## src/rtl/intersection_scheduler_pkg.sv

```systemverilog
// Shared lamp encodings, phase codes and direction constants for the
// intersection scheduler and its testbench.
package intersection_scheduler_pkg;

  localparam logic [2:0] LAMP_RED    = 3'b001;
  localparam logic [2:0] LAMP_GREEN  = 3'b010;
  localparam logic [2:0] LAMP_YELLOW = 3'b100;

  localparam logic [2:0] PH_ALLRED = 3'd0;
  localparam logic [2:0] PH_NS_G   = 3'd1;
  localparam logic [2:0] PH_NS_Y   = 3'd2;
  localparam logic [2:0] PH_EW_G   = 3'd3;
  localparam logic [2:0] PH_EW_Y   = 3'd4;
  localparam logic [2:0] PH_WALK   = 3'd5;

  localparam logic DIR_NS = 1'b0;
  localparam logic DIR_EW = 1'b1;

  // Returns {ns_light, ew_light}; any non-phase code shows both red.
  function automatic logic [5:0] lamp_decode(input logic [2:0] ph);
    logic [5:0] lamps;
    case (ph)
      PH_NS_G: lamps = {LAMP_GREEN, LAMP_RED};
      PH_NS_Y: lamps = {LAMP_YELLOW, LAMP_RED};
      PH_EW_G: lamps = {LAMP_RED, LAMP_GREEN};
      PH_EW_Y: lamps = {LAMP_RED, LAMP_YELLOW};
      default: lamps = {LAMP_RED, LAMP_RED};
    endcase
    return lamps;
  endfunction

  // A phase of N cycles loads N-1; 256 therefore fits the 8-bit timer as 255.
  function automatic logic [7:0] load_of(input int cyc);
    return 8'(cyc - 1);
  endfunction

endpackage

```

## src/rtl/intersection_scheduler_if.sv

```systemverilog
// Pedestrian request and lamp/phase outputs of the intersection scheduler.
interface intersection_scheduler_if;
  logic       ped_req;
  logic [2:0] ns_light;
  logic [2:0] ew_light;
  logic       walk;
  logic [2:0] phase;

  modport master (
    input  ped_req,
    output ns_light, ew_light, walk, phase
  );

  modport slave (
    output ped_req,
    input  ns_light, ew_light, walk, phase
  );
endinterface

```

## src/rtl/intersection_scheduler_phase_timer.sv

```systemverilog
// 8-bit phase down-counter: loads length-1 on phase entry, flags zero.
module phase_timer #(
  parameter logic [7:0] RST_VAL = 8'd1
) (
  input  logic       clk,
  input  logic       rst_n,
  input  logic       load,
  input  logic [7:0] load_val,
  output logic       expired
);

  logic [7:0] count_q;
  logic [7:0] count_d;

  always_comb begin
    count_d = count_q;
    if (load) begin
      count_d = load_val;
    end else if (count_q != 8'd0) begin
      count_d = count_q - 8'd1;
    end
  end

  always_ff @(posedge clk or negedge rst_n) begin
    if (!rst_n) begin
      count_q <= RST_VAL;
    end else begin
      count_q <= count_d;
    end
  end

  assign expired = (count_q == 8'd0);

endmodule

```

## src/rtl/intersection_scheduler.sv

```systemverilog
// Two-way traffic light phase sequencer with coalesced pedestrian walk
// service; all outputs are decoded from registered state only.
module intersection_scheduler
  import intersection_scheduler_pkg::*;
#(
  parameter int GREEN_CYC  = 8,
  parameter int YELLOW_CYC = 3,
  parameter int ALLRED_CYC = 2,
  parameter int WALK_CYC   = 6
) (
  input  logic                      clk,
  input  logic                      rst_n,
  intersection_scheduler_if.master  bus
);

  localparam logic [7:0] GREEN_LD  = load_of(GREEN_CYC);
  localparam logic [7:0] YELLOW_LD = load_of(YELLOW_CYC);
  localparam logic [7:0] ALLRED_LD = load_of(ALLRED_CYC);
  localparam logic [7:0] WALK_LD   = load_of(WALK_CYC);

  logic [2:0] phase_q, phase_d;
  logic       next_dir_q, next_dir_d;
  logic       ped_pending_q, ped_pending_d;
  logic       timer_load;
  logic [7:0] timer_load_val;
  logic       timer_expired;

  phase_timer #(
    .RST_VAL (ALLRED_LD)
  ) u_phase_timer (
    .clk      (clk),
    .rst_n    (rst_n),
    .load     (timer_load),
    .load_val (timer_load_val),
    .expired  (timer_expired)
  );

  always_comb begin
    phase_d        = phase_q;
    next_dir_d     = next_dir_q;
    timer_load     = 1'b0;
    timer_load_val = ALLRED_LD;
    case (phase_q)
      PH_ALLRED: if (timer_expired) begin
        timer_load = 1'b1;
        if (ped_pending_q) begin
          phase_d        = PH_WALK;
          timer_load_val = WALK_LD;
        end else begin
          phase_d        = (next_dir_q == DIR_NS) ? PH_NS_G : PH_EW_G;
          timer_load_val = GREEN_LD;
        end
      end
      PH_NS_G: if (timer_expired) begin
        timer_load     = 1'b1;
        phase_d        = PH_NS_Y;
        timer_load_val = YELLOW_LD;
      end
      PH_NS_Y: if (timer_expired) begin
        timer_load = 1'b1;
        phase_d    = PH_ALLRED;
        next_dir_d = DIR_EW;
      end
      PH_EW_G: if (timer_expired) begin
        timer_load     = 1'b1;
        phase_d        = PH_EW_Y;
        timer_load_val = YELLOW_LD;
      end
      PH_EW_Y: if (timer_expired) begin
        timer_load = 1'b1;
        phase_d    = PH_ALLRED;
        next_dir_d = DIR_NS;
      end
      PH_WALK: if (timer_expired) begin
        timer_load     = 1'b1;
        phase_d        = (next_dir_q == DIR_NS) ? PH_NS_G : PH_EW_G;
        timer_load_val = GREEN_LD;
      end
      default: begin
        // Corrupted state: restart a clean clearance toward north-south.
        timer_load = 1'b1;
        phase_d    = PH_ALLRED;
        next_dir_d = DIR_NS;
      end
    endcase
  end

  // Requests seen during WALK or on its entry edge are dropped, not queued.
  always_comb begin
    ped_pending_d = ped_pending_q | bus.ped_req;
    if (phase_d == PH_WALK && phase_q != PH_WALK) begin
      ped_pending_d = 1'b0;
    end else if (phase_q == PH_WALK) begin
      ped_pending_d = ped_pending_q;
    end
  end

  always_ff @(posedge clk or negedge rst_n) begin
    if (!rst_n) begin
      phase_q       <= PH_ALLRED;
      next_dir_q    <= DIR_NS;
      ped_pending_q <= 1'b0;
    end else begin
      phase_q       <= phase_d;
      next_dir_q    <= next_dir_d;
      ped_pending_q <= ped_pending_d;
    end
  end

  assign {bus.ns_light, bus.ew_light} = lamp_decode(phase_q);
  assign bus.walk  = (phase_q == PH_WALK);
  assign bus.phase = phase_q;

endmodule
```

## src/flat_wrapper.sv

```systemverilog
// flat-port wrapper written by rule: the top's interface ports become plain ports
module intersection_scheduler_flat import intersection_scheduler_pkg::*;
#(
  parameter int GREEN_CYC  = 8,
  parameter int YELLOW_CYC = 3,
  parameter int ALLRED_CYC = 2,
  parameter int WALK_CYC   = 6
)
  (clk, rst_n, bus_ped_req, bus_ns_light, bus_ew_light, bus_walk, bus_phase);
  intersection_scheduler_if bus_i ();
  input  logic clk;
  input  logic rst_n;
  input wire logic [$bits(bus_i.ped_req)-1:0] bus_ped_req;
  output wire logic [$bits(bus_i.ns_light)-1:0] bus_ns_light;
  output wire logic [$bits(bus_i.ew_light)-1:0] bus_ew_light;
  output wire logic [$bits(bus_i.walk)-1:0] bus_walk;
  output wire logic [$bits(bus_i.phase)-1:0] bus_phase;
  assign bus_i.ped_req = bus_ped_req;
  assign bus_ns_light = bus_i.ns_light;
  assign bus_ew_light = bus_i.ew_light;
  assign bus_walk = bus_i.walk;
  assign bus_phase = bus_i.phase;
  intersection_scheduler #(.GREEN_CYC(GREEN_CYC), .YELLOW_CYC(YELLOW_CYC), .ALLRED_CYC(ALLRED_CYC), .WALK_CYC(WALK_CYC)) u_core (.clk(clk), .rst_n(rst_n), .bus(bus_i));
endmodule
```

## config.mk

```make
export PLATFORM = sky130hd
export DESIGN_NAME = intersection_scheduler_flat
export DESIGN_NICKNAME = d
export VERILOG_FILES = /design/src/rtl/intersection_scheduler_pkg.sv /design/src/rtl/intersection_scheduler_if.sv /design/src/rtl/intersection_scheduler_phase_timer.sv /design/src/rtl/intersection_scheduler.sv /design/src/flat_wrapper.sv
export SDC_FILE = /design/constraint.sdc
export NUM_CORES = 1
export LEC_CHECK = 0
export ABC_AREA = 1
export BUFFER_PORTS_ARGS = -buffer_cell sky130_fd_sc_hd__buf_2
export CAP_MARGIN = 30
export CORE_MARGIN = 2
export CORE_UTILIZATION = 35
export DETAILED_ROUTE_END_ITERATION = 8
export PLACE_DENSITY = 0.63
export SYNTH_ARGS = -nofsm -noshare
export SYNTH_HDL_FRONTEND = slang
export SYNTH_SLANG_ARGS = --single-unit
```

## constraint.sdc

```tcl
create_clock -name clk -period 2.11 [get_ports clk]
set_clock_uncertainty 0.05 [all_clocks]
set_input_delay 0.633 -clock clk [delete_from_list [all_inputs] [get_ports clk]]
set_output_delay 0.633 -clock clk [all_outputs]
set_load 0.05 [all_outputs]
```

==> results.yml, run 1 <==
clocking:
  cts_hold_buf: 0
  post_cts_buffers: 0
  cts_tree: "yes"
  clock_tree.buffer_depth: 2
  numCtsBuffers: 3
  cts.root.buffer_cell: "clkbuf_4"
  clkSinkCount: 13
  ctsHtreeMaxLevel: 1
  clkTransAtPathRegs_ps: 90
  clock_latency_ps: 280
placed_design:
  gp_congestion: 0.748
  pre_cts_slack_ps: 279
  hpwl_um: 1250
  placed_cell_area_um2: 910
  dp.cells: 147
  numPortBuffers: 12
floorplan:
  rows: 17
  ios: 13
  die_h_um: 52.0
  core_area_um2: 2190
  die_width_um: 52.0
  die_area_um2: 2710
  start_util_pct: 36.8
global_route:
  busiest_layer: "met2"
  grt_pass1_wl_um: 3170
  use_met1_pct: 19.5
  grtUsageMet2_pct: 26.2
  grt_pass1_vias: 742
  grt_use_total_pct: 15.9
  grt_max_degree: 14
  overflow: 0
  grt_util_met3_pct: 4.31
  grt_antenna_before_repair: 0
status:
  status: "complete, no violations"
synth:
  synth_area_leaders: "dfrtp_1, nand2_1, nor2_1"
  synth_nets: 112
  ys_seq_area_share_pct: 40.5
  syn_area_um2: 807
  ys.warnings.count: 0
  synth_top_cell_by_area: "dfrtp_1"
  syn_area_per_cell_um2: 7.47
  synth-seq-cells: 13
  synthCells: 108
  synthDominantCellAreaShare_pct: 37.2
  yosysUniqueCellTypes: 24
job:
  cap_violations: 0
detailed_routing:
  drcViolationCount: 0
  routedWlPerCell_um: 11.2
  dr.first_iter.drc_count: 10
  drt-pass1-iter-count: 4
  viasPerCell: 4.84
  vias: 731
  ant_nets: 0
  finalWirelength_um: 1700
worst_setup_path:
  required_ps: 1430
  worstSetupPathType: "reg2out"
  crit_fanout: 7
  cp-start-kind: "flip-flop"
  worst_ep_arrival_time_ps: 1340
  cp-end-kind: "primary output"
timing:
  setup_viol: 0
  fin_crit_ps: 2020
  setup_ws_ps: 85.6
  worstMarginPinSlew_ps: 297
  finalCritPeriodShare_pct: 95.9
  whs_ps: 169
  setup_tns_ps: 0
  fmax_mhz: 494
  hold_viol_final: 0
  maxSlewHeadroom_pct: 80.2
  finalMaxSlewViolations: 0
power:
  leakage_nw: 0.496
  power_mw: 1.68
  peakVddDrop_mv: 0.954
  p_per_area_nw_per_um2: 1760
layout:
  diodes: 0
  mostFrequentLayoutCells: "nand2_1, inv_1, nor2_1"
  area_growth_pct: 18.8
  final_area_um2: 958
  layout.nets: 128
  layout-drive-gt1-share_pct: 35.0
  final-instance-count-excl-fill: 151
  mostFrequentLayoutCell: "nand2_1"
  fin_util_pct: 43.7
worst_hold_path:
  hold_class: "in2async"
[path summary, 6_finish.rpt]
check,to,slack (ps),depth (start not counted),from
setup / recovery,bus_ns_light[0],90,5,u_core.bus.phase[2]
hold / removal,u_core.u_phase_timer.count_q[2],170,1,rst_n
setup reg to reg,u_core.u_phase_timer.count_q[5],560,7,u_core.u_phase_timer.count_q[0]
hold reg to reg,u_core.u_phase_timer.count_q[7],520,2,u_core.u_phase_timer.count_q[7]
max in group asynchronous,u_core.u_phase_timer.count_q[0],1560,1,rst_n
min in group clk,u_core.u_phase_timer.count_q[7],520,2,u_core.u_phase_timer.count_q[7]
[where the power goes]
group          total [mW]  switching (mW)  leakage (nW)  internal [mW]
Clock               0.162          0.0883        0.0150         0.0734
Sequential          0.531           0.156         0.152          0.376
Combinational       0.991           0.687         0.328          0.303
[worst max-delay path: stages, from the launching register on]
cell     delay (ps)
dfrtp_2         460
inv_2            90
nand2_1         100
o22ai_2         150
inv_1            50
buf_2           200
[what timing repair did]
item | CTS | global route
hold endpoints to repair | 0 | 0
gates resized for setup | 2 | 7
endpoints found under the setup margin | 2 | 6
[synth_stat cells]
library cell / number
o21ai_1: 6
dfstp_2: 1
buf_4: 1
nor3_4: 1
nand2_1: 22
nand2_2: 2
o22ai_1: 2
o211ai_1: 1
inv_2: 7
nor2_1: 15
a21oi_1: 2
dfrtp_1: 12
nor2_2: 2
nand4_2: 1
ha_1: 1
xnor2_1: 1
nor3_2: 2
o21ai_0: 3
nor2_4: 1
inv_1: 12
a21o_1: 1
nand3_1: 9
xor2_1: 2
nand2_4: 1
[flip-flops by register name, indices dropped and copies added, names as in the netlist]
name and cells:
u_core.bus.phase 3, u_core.next_dir_q 1, u_core.u_phase_timer.count_q 8, u_core.ped_pending_q 1
[routing by layer]
metal	wire (um)	share of wire (%)	vias up
met3	70	4.1	2
met4	11	0.65	0
met2	808	48	13
met1	806	47	345
li1	-	-	371
met5	0	0	-
[cells by family after synthesis]
logic type	share of synthesized area (%)
fa+ha+maj	1.55
simple gates	34.7
buf+inv	9.77
xor+xnor	3.26
compound gates	10.2
flops	40.5
[cell type report]
type                    count  area [um2]
flip-flops and latches     13         330
clock buffers               4        26.3
well taps                  28        35.0
multi-input cells          75         428
repair buffers             12        67.6
inverters                  19        71.3
fillers                   235        1230
Note: power is estimated with default switching activity, not from simulation.
==> run 2, diff against run 1 <==
--- a/config.mk
+++ b/config.mk
@@ -5,7 +5,6 @@
 export SDC_FILE = /design/constraint.sdc
 export NUM_CORES = 1
 export LEC_CHECK = 0
-export ABC_AREA = 1
 export BUFFER_PORTS_ARGS = -buffer_cell sky130_fd_sc_hd__buf_2
 export CAP_MARGIN = 30
 export CORE_MARGIN = 2
==> run 2 against run 1 <==
Compared with the run above:
- global-route usage decreased by 1.3 points
- hold slack better by 9.7 ps
- sequential power fell by 4.3%
- critical path type unchanged
- critical endpoint unchanged
- highest routed layer unchanged
==> results.yml, run 2 <==
clocking:
  cts_hold_buf: 0
  numCtsBuffers: 3
  clock_latency_ps: 270
  clock_tree.buffer_depth: 2
  cts.root.buffer_cell: "clkbuf_4"
  cts_tree: "yes"
  clkTransAtPathRegs_ps: 80
  clkSinkCount: 13
  ctsHtreeMaxLevel: 1
layout:
  n_fill_cell: 211
  fin_util_pct: 46.8
  mostFrequentLayoutCells: "buf_4, dfrtp_1, buf_2, a21oi_1, o21ai_0"
  multiInputGateArea_um2: 459
  final_area_um2: 1010
  layout.nets: 113
  final-seq-area_um2: 330
  area_growth_pct: 30.0
  top_register: "u_core.u_phase_timer.count_q"
  largest_register_ffs: 8
  diodes: 0
  mostFrequentLayoutCell: "buf_4"
  layout-drive-gt1-share_pct: 38.0
synth:
  synth.cells.most_frequent: "dfrtp_1, a21oi_1, nor2_1"
  synth-seq-cells: 13
  synthDominantCellAreaShare_pct: 38.5
  ys.flop_type: "dfrtp_1"
  syn_area_um2: 781
  async_flop_share_pct: 100
  ys_seq_area_share_pct: 41.8
  synth_edf_count: 0
  synthCells: 88
  synth_top_cell_by_area: "dfrtp_1"
  ys.warnings.count: 0
  yosysMostFrequentCell: "dfrtp_1"
  syn_area_per_cell_um2: 8.87
  yosysUniqueCellTypes: 35
  synth_nets: 92
  synth_area_leaders: "dfrtp_1, a21oi_1, nor2b_1"
power:
  p_per_area_nw_per_um2: 1730
  pwr-share-comb_pct: 62.3
  peakVddDrop_mv: 0.831
  seqPwrFrac_pct: 29.0
  switchingPower_mw: 0.878
  intPower_mw: 0.875
  leakage_nw: 0.435
  pwr-share-clk_pct: 8.7
  sw_frac_of_total_pct: 50.1
timing:
  maxSlewHeadroom_pct: 67.1
  hold_viol_final: 0
  setup_tns_ps: 0
  fmax_mhz: 487
  finalCritPeriodShare_pct: 97.3
  finalMaxSlewViolations: 0
  setup_ws_ps: 56.4
  whs_ps: 178
  setup_viol: 0
  fin_crit_ps: 2050
  worstMarginPinSlew_ps: 487
worst_setup_path:
  critPathTopFamily: "flip-flops"
  worst_ep_arrival_time_ps: 1370
  slowest_delay_ps: 450
  path_common_cell: "nor2b_2"
  cp-end-kind: "primary output"
  crit_buf_inv: 1
  worstSetupPathType: "reg2out"
  crit_fanout: 5
  r2r_slack_ps: 200
  crit_chain: "nor2b_2, nor2b_2, nor2_2, clkbuf_4"
  required_ps: 1430
  cp-start-kind: "flip-flop"
  crit_slowest_cell: "dfrtp_2"
global_route:
  use_met1_pct: 19.6
  grt_pass1_wl_um: 2930
  grt_util_met3_pct: 2.05
  grt_pass1_vias: 681
  grtUsageMet2_pct: 24.2
  grt_antenna_before_repair: 0
  overflow: 0
  grt_use_total_pct: 14.7
  busiest_layer: "met2"
  grt_max_degree: 14
floorplan:
  die_area_um2: 2620
  die_width_um: 51.2
  start_util_pct: 36.0
  core_area_um2: 2170
  ios: 13
  die_h_um: 51.2
  rows: 17
detailed_routing:
  dr.first_iter.drc_count: 17
  finalWirelength_um: 1770
  drt-pass1-iter-count: 4
  routedWlPerCell_um: 13.0
  viasPerCell: 5.38
  ant_nets: 0
  vias: 732
  drcViolationCount: 0
placed_design:
  gp_congestion: 0.834
  placed_cell_area_um2: 928
  pre_cts_slack_ps: 233
  hpwl_um: 1290
  numPortBuffers: 12
status:
  status: "complete, no violations"
job:
  cap_violations: 0
worst_hold_path:
  hold_class: "in2async"
[run 2: layout make-up]
type,count,area share (%)
Sequential cell,13,32.6
Tap cell,28,3.45
Clock buffer,4,2.59
Multi-Input combinational cell,66,45.3
Timing Repair Buffer,21,14.3
Inverter,4,1.85
[run 2: through the flow]
step	total power, mW	instances
floorplan	1.31	88
global placement	1.49	127
detailed placement	1.51	127
CTS	1.71	134
global route	1.89	136
finish	1.75	136
[run 2: final timing paths]
path / startpoint / to / cells past startpoint
worst min-delay path: rst_n / u_core.u_phase_timer.count_q[6] / 1
worst max-delay path: u_core.bus.phase[1] / bus_ns_light[0] / 4
worst min register to register: u_core.next_dir_q / u_core.next_dir_q / 2
max in group asynchronous: rst_n / u_core.u_phase_timer.count_q[0] / 1
min in group clk: u_core.next_dir_q / u_core.next_dir_q / 2
worst max register to register: u_core.u_phase_timer.count_q[0] / u_core.next_dir_q / 5
[run 2: repair_timing]
item,CTS,global route
resized for setup,2,6
setup endpoints to repair,3,3
buffers inserted,3,2
pin swaps,0,2
[run 2: cells by family (layout without fill, tap and decap cells)]
logic type | count (synthesis) | in the layout | share of synthesized area (%)
simple gates | 38 | 38 | 28.5
compound gates | 25 | 25 | 20.8
flops | 13 | 13 | 41.8
buf+inv | 9 | 29 | 4.97
xor+xnor | 2 | 2 | 2.24
fa+ha+maj | 1 | 1 | 1.60
[run 2: power by group through the flow]
stage,sequential [mW],clock [mW],combinational [mW]
after detailed placement,0.540,0,0.968
after global routing,0.531,0.170,1.19
after CTS,0.512,0.160,1.04
after floorplan,0.544,0,0.769
after global placement,0.531,0,0.963
final,0.508,0.153,1.09
[run 2: metal layers]
layer	vias up	wire length [um]
met2	16	833
met4	0	16
met5	-	0
met3	2	68
met1	351	849
li1	363	-
==> run 3, diff against run 2 <==
--- a/config.mk
+++ b/config.mk
@@ -5,9 +5,8 @@
 export SDC_FILE = /design/constraint.sdc
 export NUM_CORES = 1
 export LEC_CHECK = 0
-export BUFFER_PORTS_ARGS = -buffer_cell sky130_fd_sc_hd__buf_2
+export BUFFER_PORTS_ARGS = -buffer_cell sky130_fd_sc_hd__buf_4
 export CAP_MARGIN = 30
-export CORE_MARGIN = 2
 export CORE_UTILIZATION = 35
 export DETAILED_ROUTE_END_ITERATION = 8
 export PLACE_DENSITY = 0.63
==> constraint.sdc (replaced) <==
create_clock -name clk -period 2.4 [get_ports clk]
set_clock_uncertainty 0.05 [all_clocks]
set_input_delay 0.72 -clock clk [delete_from_list [all_inputs] [get_ports clk]]
set_output_delay 0.72 -clock clk [all_outputs]
set_load 0.05 [all_outputs]
==> run 3 against run 2 <==
Compared with the run above:
- flip-flop and latch count unchanged
- via count increased by 1.1%
- hold slack improved by 26 ps
- power shrank 12%
- largest power group unchanged
==> results.yml, run 3 (synthesized netlist as in run 2, its figures left out) <==
detailed_routing:
  ant_nets: 0
  drt-pass1-iter-count: 4
  viasPerCell: 5.52
  dr.first_iter.drc_count: 15
  finalWirelength_um: 1800
  drcViolationCount: 0
  routedWlPerCell_um: 13.4
  vias: 740
timing:
  fmax_mhz: 430
  setup_tns_ps: 0
  finalCritPeriodShare_pct: 97.0
  finalMaxSlewViolations: 0
  maxSlewHeadroom_pct: 64.0
  rsz0062_at_grt: "no"
  hold_viol_final: 0
  fin_crit_ps: 2330
  setup_viol: 0
  worstMarginPinSlew_ps: 532
  setup_ws_ps: 72.5
worst_setup_path:
  cp-end-kind: "primary output"
  cp-start-kind: "flip-flop"
  critPathTopFamily: "flip-flops"
  crit_slowest_cell: "dfrtp_2"
  crit_chain: "nor2b_1, nand2_1, clkinvlp_4, nor2_4, buf_4"
  worstSetupPathType: "reg2out"
  slowest_delay_ps: 500
  required_ps: 1630
  crit_buf_inv: 2
  crit_fanout: 10
  worst_ep_arrival_time_ps: 1560
clocking:
  numCtsBuffers: 3
  cts_tree: "yes"
  cts.root.buffer_cell: "clkbuf_4"
  clock_tree.buffer_depth: 2
  clkSinkCount: 13
  clkTransAtPathRegs_ps: 90
  cts_hold_buf: 0
  ctsHtreeMaxLevel: 1
  clock_latency_ps: 290
floorplan:
  die_h_um: 49.2
  rows: 16
  core_area_um2: 2020
  ios: 13
  start_util_pct: 38.6
  die_width_um: 49.2
  die_area_um2: 2420
power:
  p_per_area_nw_per_um2: 1530
  peakVddDrop_mv: 0.762
  power_mw: 1.54
  leakage_nw: 0.428
layout:
  layout-drive-gt1-share_pct: 34.6
  largest_register_ffs: 8
  n_fill_cell: 198
  mostFrequentLayoutCells: "buf_4, dfrtp_1, a21oi_1, o21ai_0"
  mostFrequentLayoutCell: "buf_4"
  area_growth_pct: 29.0
  diodes: 0
  fin_util_pct: 49.8
  top_register: "u_core.u_phase_timer.count_q"
  layout.nets: 112
global_route:
  grt_pass1_vias: 686
  grt_use_total_pct: 17.4
  overflow: 0
  grt_max_degree: 18
  grt_antenna_before_repair: 0
  grt_pass1_wl_um: 3100
placed_design:
  numPortBuffers: 12
  gp_congestion: 0.846
  pre_cts_slack_ps: 329
  hpwl_um: 1230
worst_hold_path:
  hold_class: "in2async"
job:
  cap_violations: 0
status:
  status: "complete, no violations"
-- run 3: cell types whose count changed in the layout (fill, tap and decap cells not counted), moves of 2 or more --
cell and delta:
buf_4 +10, buf_2 -8, nor2b_1 +3, nor2b_2 -2
clkbuf_4 -2
-- run 3: path summary, 6_finish.rpt --
| check | slack (ps) | to | depth (start not counted) | startpoint |
|---|---|---|---|---|
| max | 70 | bus_ew_light[0] | 5 | u_core.bus.phase[0] |
| min | 200 | u_core.u_phase_timer.count_q[4] | 1 | rst_n |
| max reg2reg | 530 | u_core.u_phase_timer.count_q[1] | 5 | u_core.u_phase_timer.count_q[0] |
| min reg2reg | 520 | u_core.next_dir_q | 2 | u_core.next_dir_q |
| max in group asynchronous | 1850 | u_core.u_phase_timer.count_q[0] | 1 | rst_n |
| min in group clk | 520 | u_core.next_dir_q | 2 | u_core.next_dir_q |
-- run 3: what timing repair did --
action | 4_1_cts | 5_1_grt
setup buffers | 0 | 5
gates resized for setup | 0 | 1
setup endpoints to repair | 0 | 2
-- run 3: power breakdown --
| group | leakage [nW] | total [mW] | switching [mW] | internal (mW) |
|---|---|---|---|---|
| Combinational | 0.260 | 0.933 | 0.555 | 0.378 |
| Sequential | 0.150 | 0.460 | 0.136 | 0.324 |
| Clock | 0.0177 | 0.144 | 0.0818 | 0.0620 |
-- run 3: through the flow --
stage          area, um2  std cells  hold WS (ps)
3_5_place_dp         940        125           503
2_1_floorplan        828         88           374
6_report            1010        134           205
5_1_grt             1010        134           200
3_3_place_gp         940        125           492
4_1_cts              967        129           207
-- run 3: metal layers --
layer	GRT usage (%)	vias to the layer above	share of wire, %
met5	0	-	0
met2	25.3	17	44
li1	-	360	-
met4	11.8	0	2.7
met3	3.74	4	4.3
met1	23.0	359	49
-- run 3: area by class of cell --
class,instances,area (um2),share of cell area (%)
multi-input combinational,66,444,44.1
clock buffer,3,22.5,2.24
clock inverter,1,5.00,0.497
sequential,13,333,33.0
timing repair buffer,20,150,14.9
tap,27,33.8,3.35
inverter,4,18.8,1.86
